### src/rtl/keypad_entry.sv
// keypad_entry: consumer end of the keypad input unit.
// Synchronizes the scanner strobes, debounces/deduplicates them into one
// event per physical press, builds a BCD operand from digit keys and hands
// it to the datapath on operator keys.
module keypad_entry #(
    parameter int DIGITS         = 4,
    parameter int PRESS_CYCLES   = 50000,
    parameter int RELEASE_CYCLES = 200000
) (
    input  logic                  clk,
    input  logic                  rst_n,
    input  logic [3:0]            value,
    input  logic                  valid_in,
    input  logic                  valid_digit,
    input  logic                  valid_LR,
    output logic [4*DIGITS-1:0]   operand,
    output logic [3:0]            digit_count,
    output logic                  op_valid,
    output logic [3:0]            op_code,
    output logic [4*DIGITS-1:0]   op_operand,
    output logic                  key_event,
    output logic [3:0]            key_code,
    output logic                  overflow
);

    localparam int OW = 4 * DIGITS;
    localparam int AW = (PRESS_CYCLES > 1) ? $clog2(PRESS_CYCLES) : 1;
    localparam int RW = (RELEASE_CYCLES > 1) ? $clog2(RELEASE_CYCLES) : 1;
    localparam logic [AW-1:0] AGE_LAST = AW'(PRESS_CYCLES - 1);
    localparam logic [RW-1:0] LOW_LAST = RW'(RELEASE_CYCLES - 1);
    localparam logic [3:0]    DIG_MAX  = 4'(DIGITS);
    localparam logic [3:0]    KEY_BS   = 4'd14;
    localparam logic [3:0]    KEY_CLR  = 4'd15;

    typedef enum logic [1:0] {
        S_IDLE = 2'd0,
        S_ARM  = 2'd1,
        S_HELD = 2'd2
    } state_t;

    // ------------------------------------------------------------------
    // Synchronizers: {valid_LR, valid_digit, valid_in, value[3:0]}
    // ------------------------------------------------------------------
    logic [6:0] sync1_d, sync1_q;
    logic [6:0] sync2_d, sync2_q;

    // Feed the raw pins into the first stage, first stage into the second.
    always_comb begin
        sync1_d = {valid_LR, valid_digit, valid_in, value};
        sync2_d = sync1_q;
    end

    // Two-flop synchronizer chain, cleared by reset.
    always_ff @(posedge clk or negedge rst_n) begin
        if (!rst_n) begin
            sync1_q <= '0;
            sync2_q <= '0;
        end else begin
            sync1_q <= sync1_d;
            sync2_q <= sync2_d;
        end
    end

    logic       vin_s;
    logic       vdig_s;
    logic       vlr_s;
    logic [3:0] val_s;

    assign val_s  = sync2_q[3:0];
    assign vin_s  = sync2_q[4];
    assign vdig_s = sync2_q[5];
    assign vlr_s  = sync2_q[6];

    // ------------------------------------------------------------------
    // State and datapath registers
    // ------------------------------------------------------------------
    state_t          state_d, state_q;
    logic [3:0]      cand_d, cand_q;
    logic [AW-1:0]   age_d, age_q;
    logic [RW-1:0]   low_d, low_q;
    logic [OW-1:0]   operand_d, operand_q;
    logic [3:0]      count_d, count_q;
    logic            op_valid_d, op_valid_q;
    logic [3:0]      op_code_d, op_code_q;
    logic [OW-1:0]   op_operand_d, op_operand_q;
    logic            key_event_d, key_event_q;
    logic [3:0]      key_code_d, key_code_q;
    logic            overflow_d, overflow_q;

    logic            accept;
    logic            released;
    logic [AW-1:0]   age_next;
    logic [RW-1:0]   low_next;

    // Saturating press-age and low-run counters; released = this cycle is
    // the RELEASE_CYCLES-th consecutive low cycle.
    always_comb begin
        age_next = (age_q == AGE_LAST) ? age_q : age_q + 1'b1;
        if (vin_s)
            low_next = '0;
        else
            low_next = (low_q == LOW_LAST) ? low_q : low_q + 1'b1;
        released = !vin_s && (low_q == LOW_LAST);
    end

    // Debounce FSM: next state, candidate capture, counters, accept strobe.
    // Acceptance also needs the key sensed in that cycle, so a short glitch
    // that ages out while the strobe is low waits and then releases.
    always_comb begin
        state_d = state_q;
        cand_d  = cand_q;
        age_d   = age_q;
        low_d   = low_q;
        accept  = 1'b0;
        case (state_q)
            S_IDLE: begin
                if (vin_s) begin
                    cand_d  = val_s;
                    age_d   = '0;
                    low_d   = '0;
                    state_d = S_ARM;
                end
            end
            S_ARM: begin
                age_d = age_next;
                low_d = low_next;
                if (vin_s && (val_s != cand_q)) begin
                    state_d = S_IDLE;
                end else if (released) begin
                    state_d = S_IDLE;
                end else if (vin_s && (age_q == AGE_LAST)) begin
                    accept  = 1'b1;
                    state_d = S_HELD;
                end
            end
            S_HELD: begin
                low_d = low_next;
                if (released)
                    state_d = S_IDLE;
            end
            default: state_d = S_IDLE;
        endcase
    end

    // Acceptance actions: operand editing, operator hand-off, pulses.
    // Class priority: digit over edit over operator.
    always_comb begin
        operand_d    = operand_q;
        count_d      = count_q;
        op_code_d    = op_code_q;
        op_operand_d = op_operand_q;
        key_code_d   = key_code_q;
        op_valid_d   = 1'b0;
        key_event_d  = 1'b0;
        overflow_d   = 1'b0;
        if (accept) begin
            key_event_d = 1'b1;
            key_code_d  = cand_q;
            if (vdig_s) begin
                if (count_q < DIG_MAX) begin
                    operand_d = (operand_q << 4) | OW'(cand_q);
                    count_d   = count_q + 4'd1;
                end else begin
                    overflow_d = 1'b1;
                end
            end else if (vlr_s) begin
                if (cand_q == KEY_BS) begin
                    operand_d = operand_q >> 4;
                    count_d   = (count_q == 4'd0) ? 4'd0 : count_q - 4'd1;
                end else if (cand_q == KEY_CLR) begin
                    operand_d = '0;
                    count_d   = 4'd0;
                end
            end else begin
                op_operand_d = operand_q;
                op_code_d    = cand_q;
                op_valid_d   = 1'b1;
                operand_d    = '0;
                count_d      = 4'd0;
            end
        end
    end

    // State and datapath register bank.
    always_ff @(posedge clk or negedge rst_n) begin
        if (!rst_n) begin
            state_q      <= S_IDLE;
            cand_q       <= '0;
            age_q        <= '0;
            low_q        <= '0;
            operand_q    <= '0;
            count_q      <= '0;
            op_valid_q   <= 1'b0;
            op_code_q    <= '0;
            op_operand_q <= '0;
            key_event_q  <= 1'b0;
            key_code_q   <= '0;
            overflow_q   <= 1'b0;
        end else begin
            state_q      <= state_d;
            cand_q       <= cand_d;
            age_q        <= age_d;
            low_q        <= low_d;
            operand_q    <= operand_d;
            count_q      <= count_d;
            op_valid_q   <= op_valid_d;
            op_code_q    <= op_code_d;
            op_operand_q <= op_operand_d;
            key_event_q  <= key_event_d;
            key_code_q   <= key_code_d;
            overflow_q   <= overflow_d;
        end
    end

    assign operand     = operand_q;
    assign digit_count = count_q;
    assign op_valid    = op_valid_q;
    assign op_code     = op_code_q;
    assign op_operand  = op_operand_q;
    assign key_event   = key_event_q;
    assign key_code    = key_code_q;
    assign overflow    = overflow_q;

endmodule

### config.mk
export PLATFORM = sky130hd
export DESIGN_NAME = keypad_entry
export DESIGN_NICKNAME = d
export VERILOG_FILES = /design/src/rtl/keypad_entry.sv
export SDC_FILE = /design/constraint.sdc
export NUM_CORES = 1
export LEC_CHECK = 0
export ABC_CLOCK_PERIOD_IN_PS = 3000
export CORE_MARGIN = 2
export CORE_UTILIZATION = 58
export CTS_BUF_LIST = sky130_fd_sc_hd__clkbuf_4
export DETAILED_ROUTE_END_ITERATION = 12
export GPL_ROUTABILITY_DRIVEN = 0
export PLACE_DENSITY = 0.82
export SYNTH_ARGS = -nofsm -noshare
export SYNTH_HDL_FRONTEND = slang
export SYNTH_SLANG_ARGS = --single-unit
### constraint.sdc
create_clock -name clk -period 3 [get_ports clk]
set_input_delay 0.6 -clock clk [delete_from_list [all_inputs] [get_ports clk]]
set_output_delay 0.6 -clock clk [all_outputs]
set_load 0.01 [all_outputs]
Yosys cells after proc, flatten, opt, wreduce, memory -nomap -nowiden
Cells that the tools add are included.
Storage, ports and cells
  register bits: 101
  input bits: 9
  output and inout bits: 47
  logic and storage cells: 86
Cells by class
  add/sub/neg operators: 4
  magnitude comparators: 1
  equality and inequality tests: 14
  mux-type cells: 35
  bitwise operators: 3
  reduce and logical (&&, ||, !) cells: 15
Operator list (count)
  $mux W16: 7
  $mux W18: 3
  $pmux W18 S2: 1
  $pmux W16 S2: 1
  $mux W4: 6
  $add A18 B1 Y18 const B: 1
  $eq A18 B18 Y1 const B: 1
  $add A16 B1 Y16 const B: 1
  $eq A16 B16 Y1 const B: 1
  $or A16 B4 Y16: 1
  $reduce_and A3 Y1: 5
  $mux W1: 11
  $mux W2: 5
  $eq A4 B4 Y1 const B: 2
  $ne A2 B2 Y1 const B: 3
  $pmux W2 S3: 1
  $add A4 B1 Y4 const B: 1
  $logic_not A4 Y1: 1
  $lt A4 B3 Y1 const B: 1
  $ne A4 B2 Y1 const B: 1
  $ne A4 B4 Y1: 1
  $ne A4 B4 Y1 const B: 1
  $reduce_bool A2 Y1: 2
  $sub A4 B1 Y4 const B: 1
  10 further kinds: 13

Longest topological paths before layout
  word-level depth: 7
  gate-level depth with buffers: 8
  mapped depth without buffers: 7

Worst setup path before layout
OpenSTA, ideal clock, no wires.
  path type: reg-to-reg
  start point: register age_q[13]
  end point: register op_code_q[0], in the netlist op_code[0]
  library setup time: 0.125 ns
  arrival time: 2.232 ns
  required time: 2.875 ns
  path slack: 0.643 ns
  stages on the path, launching flop included: 7
  buffers on the path: 1
  period minus slack after synthesis: 2.357 ns
  path through: dfrtp_1 -> or4_4 -> nor4_4 -> nand3_2 -> or3_4 -> buf_6 -> mux2_4
On the way
  longest elaborated chain between the ends: 7
Ends and longest elaborated chain
  start: declaration: RTL line 79  | logic [AW-1:0] age_d, age_q;
  start signal: assignment: RTL line 202  | age_q <= age_d;
  $eq A16 B16 Y1: RTL line 131  | end else if (vin_s && (age_q == AGE_LAST)) begin
  $logic_and A1 B1 Y1: RTL line 131
  $mux W1: RTL line 131
  $mux W1: RTL line 129  | end else if (released) begin
  $mux W1: RTL line 127  | if (vin_s && (val_s != cand_q)) begin
  $mux W1: RTL line 115  | case (state_q)
  $reduce_and A3 Y1 (no source line)
  end signal: assignment: RTL line 207  | op_code_q <= op_code_d;
  end: declaration: RTL line 84  | logic [3:0] op_code_d, op_code_q;
Every way passes these cells.
A chain may end at the register's enable or synchronous reset.

Final worst setup path
  start point: register age_q[12]
  end point: register op_operand_q[7], in the netlist op_operand[7]
On the way
  longest elaborated chain between the ends: 7
Ends and longest elaborated chain
  $eq A16 B16 Y1: RTL line 131
  $logic_and A1 B1 Y1: RTL line 131
  $mux W1: RTL line 131
  $mux W1: RTL line 129
  $mux W1: RTL line 127
  $mux W1: RTL line 115
  $reduce_and A3 Y1 (no source line)
  end signal: assignment: RTL line 208  | op_operand_q <= op_operand_d;
  end: declaration: RTL line 85  | logic [OW-1:0] op_operand_d, op_operand_q;
Every way passes these cells.

==> results.md <==
- Status: finished clean
- Die ar.: 8829 sq um
- Slowest CP cell: or4_4
- Count leader, synth: dfrtp_1
- Post-synth EDFFs: 0
- Area Overhead vs Synth: 17.19%
- Clock Tree Buf Depth: 2
- Yosys top cell area share: 0.5384
- Endpoints failing setup: 0
- Final WL: 10.01 mm
- Synthesized Nets: 446
- Vias in the first global route: 3547
- Most Crowded Layer GR: met2
- Final Max Slew Viols: 0
- Async set or reset register ratio after synthesis: 1.000
- Post-cts resize count: 0
- HP Class: in -> async
- Clock sinks: 101
- Vias: 3565
- Number of diodes: 0
- R2r worst-path depth: 5
- CTS tree: done
- CP max stage delay: 0.60 ns
- PortBufs: 55
- Final Hold Fails: 0
- DIE HEIGHT: 93.97 um
- CP Class: reg -> reg
- Post-cts hold buffer count: 0
- Yosys reg bits: 101
- First-pass GRT wire length: 17.37 mm
- Largest net degree at the start of global routing: 60
- IO Count: 56
- Met3 Use GR: 0.03612
- Gr ovfl total: 0
- Top Family by Delay on Critical Path: simple AND/OR/NAND/NOR gates
- Largest area contributor in the netlist: dfrtp_1
- Setup_tns: 0 ns
- Synth Warn #: 0
- Critical Path Start Type: register
- Worst r2r dst: op_operand[7]
- Worst path required time: 3.32 ns
- Die W: 93.97 um
- Cell chain of the critical path: or4_4 > nor4_4 > nand3_2 > or3_4 > mux2_4
- # nets final: 504
- Antenna violations before repair: 0
- Met2 usage: 0.4095
- RSZ-0062 raised after global routing: no
- Post-synth top cells: dfrtp_1, nand2_1, o21ai_0
- Top post-synthesis cells by area: dfrtp_1, mux2_4, o21ai_0, nand2_1, xnor2_1
- Overall Global Routing Usage: 0.2488
- Minimum clock period: 2.645 ns
- Worst-path clk slew: 0.15 ns
- MaxCap Viol Count: 0
- Ys flop type: dfrtp_1
- Reg2Reg Setup Slack: 0.36 ns
- TritonCTS buffer count: 9
- Clk root buf: clkbuf_4
- Crit end category: register
- Final period util: 0.8815
- Leakage power: 2.394 nW
- DRT iter0 DRCs: 224
- Worst-path fanout max: 20
- DP Wirelength: 7.113 mm
- Buffer and inverter count on the worst path: 0
- Core ar.: 7767 sq um
- Pwr Density: 489.9 nW/um^2
- FF-to-FF Start: age_q[12]
- DRC Markers: 0
- Row count: 32
- H-Tree Depth: 3
- DR pass1 iterations: 5
- Synthesized cell area: 4695 sq um
- Drt wl/cell: 16.89 um
- Sequential area share after synthesis: 0.5384
- Max Clock Freq: 0.3781 GHz
- WP data arrival: 2.97 ns
- Worst slew pin tran: 0.9326 ns
- Mean Syn Cell Area: 10.97 sq um
- DRT antenna net count: 0
- Postcts setup bufs: 0
- Met1 Use GR: 0.3505
- Starting Density: 0.6044
- DR vias/cell: 6.012
- Final design utilization: 0.7083
- Yosys cell types: 48
- Slew headroom: 0.3760
- Worst-case clock skew: 0.02782 ns
- Gate Count Post-Synth: 428
- Layout cells sized above 1: 0.1202
- Clock Latency Late Sink: 0.45 ns
- IR Drop Worst-Case VDD: 365.0 uV
## routing by layer
metal / vias up / part of all wire
met1: 1779 / 0.46
li1: 1658 / -
met3: 12 / 0.045
met2: 116 / 0.49
met5: - / 0
met4: 0 / 0.011
## sequential cells by signal, summed over array words and instances (netlist names)
signal       cells
op_valid         1
state_q          2
low_q           18
sync1_q          7
cand_q           4
op_code          4
age_q           16
sync2_q          7
overflow         1
operand         16
key_code         4
op_operand      16
key_event        1
digit_count      4
## cell usage in the layout (no fill, tap or decap), types with 5 or more instances in the layout
master           count
o21ai_0             44
a21oi_1              8
nand2b_1             5
nand3_1             15
or3_1                6
mux2_2               8
clkbuf_4            11
clkdlybuf4s50_1     54
nor2_1              24
dfrtp_1            101
xor2_1               5
or4_1                6
nor4_1               8
nand2_1             50
mux2_4              20
buf_4                6
a22oi_1             13
nor3_1               7
inv_1               10
nor2b_1              5
xnor2_1             13
nand4_1             11
ha_1                 9
## cell families (layout without fill, tap and decap cells)
family,after synthesis,count (layout),share of synthesized area
DFF,101,101,0.5384
buffers and inverters,24,87,0.02265
adders and majority gates,9,9,0.02399
muxes,31,31,0.08955
and+or+nand+nor,160,160,0.1831
xor gates and xnor gates,18,18,0.03358
AOI/OAI and AO/OA,85,85,0.1087
## layout make-up
class	instances	area [sq um]
clock buffer	11	82.58
clock inverter	5	60.06
fill	557	2266
inverter	10	37.54
multi-input combinational	303	2061
sequential	101	2527
tap	102	127.6
timing repair buffer	61	605.6
## where the power goes
| part | leakage (nW) | total (W) | internal [W] | switching, W |
|---|---|---|---|---|
| combinational | 0.952 | 0.000449 | 0.000177 | 0.000272 |
| sequential | 1.36 | 0.00153 | 0.00143 | 0.000103 |
| clock | 0.0774 | 0.000715 | 0.000277 | 0.000438 |
## stage by stage
step                total power, W  worst slack (ns)  std cells  area (sq um)  hold WS (ns)
floorplan                 0.001845            0.6431        428          4695        0.3044
global placement          0.001972            0.4745        577          5359        0.3326
detailed placement        0.002001            0.3778        577          5359        0.3347
CTS                       0.002703            0.3436        593          5502        0.1292
global route              0.002835            0.2319        593          5502        0.1501
finish                    0.002695            0.3554        593          5502        0.1183
## worst register-to-register path, delay by kind of cell, from the launching register on
family	cells	cell delay, ns
and+or+nand+nor	4	1.74
muxes	1	0.37
DFF	1	0.43
## how the worst max path moves through the flow
stage	end	cells past startpoint	start	slack, ns
global route	op_operand[7]	5	age_q[13]	0.23
CTS	op_operand[7]	5	age_q[13]	0.34
floorplan	op_code[0]	6	age_q[13]	0.64
detailed placement	op_operand[6]	5	age_q[12]	0.38
finish	op_operand[7]	5	age_q[12]	0.36
global placement	op_operand[2]	5	age_q[13]	0.47
No activity file was read; power rests on OpenSTA's default activity.
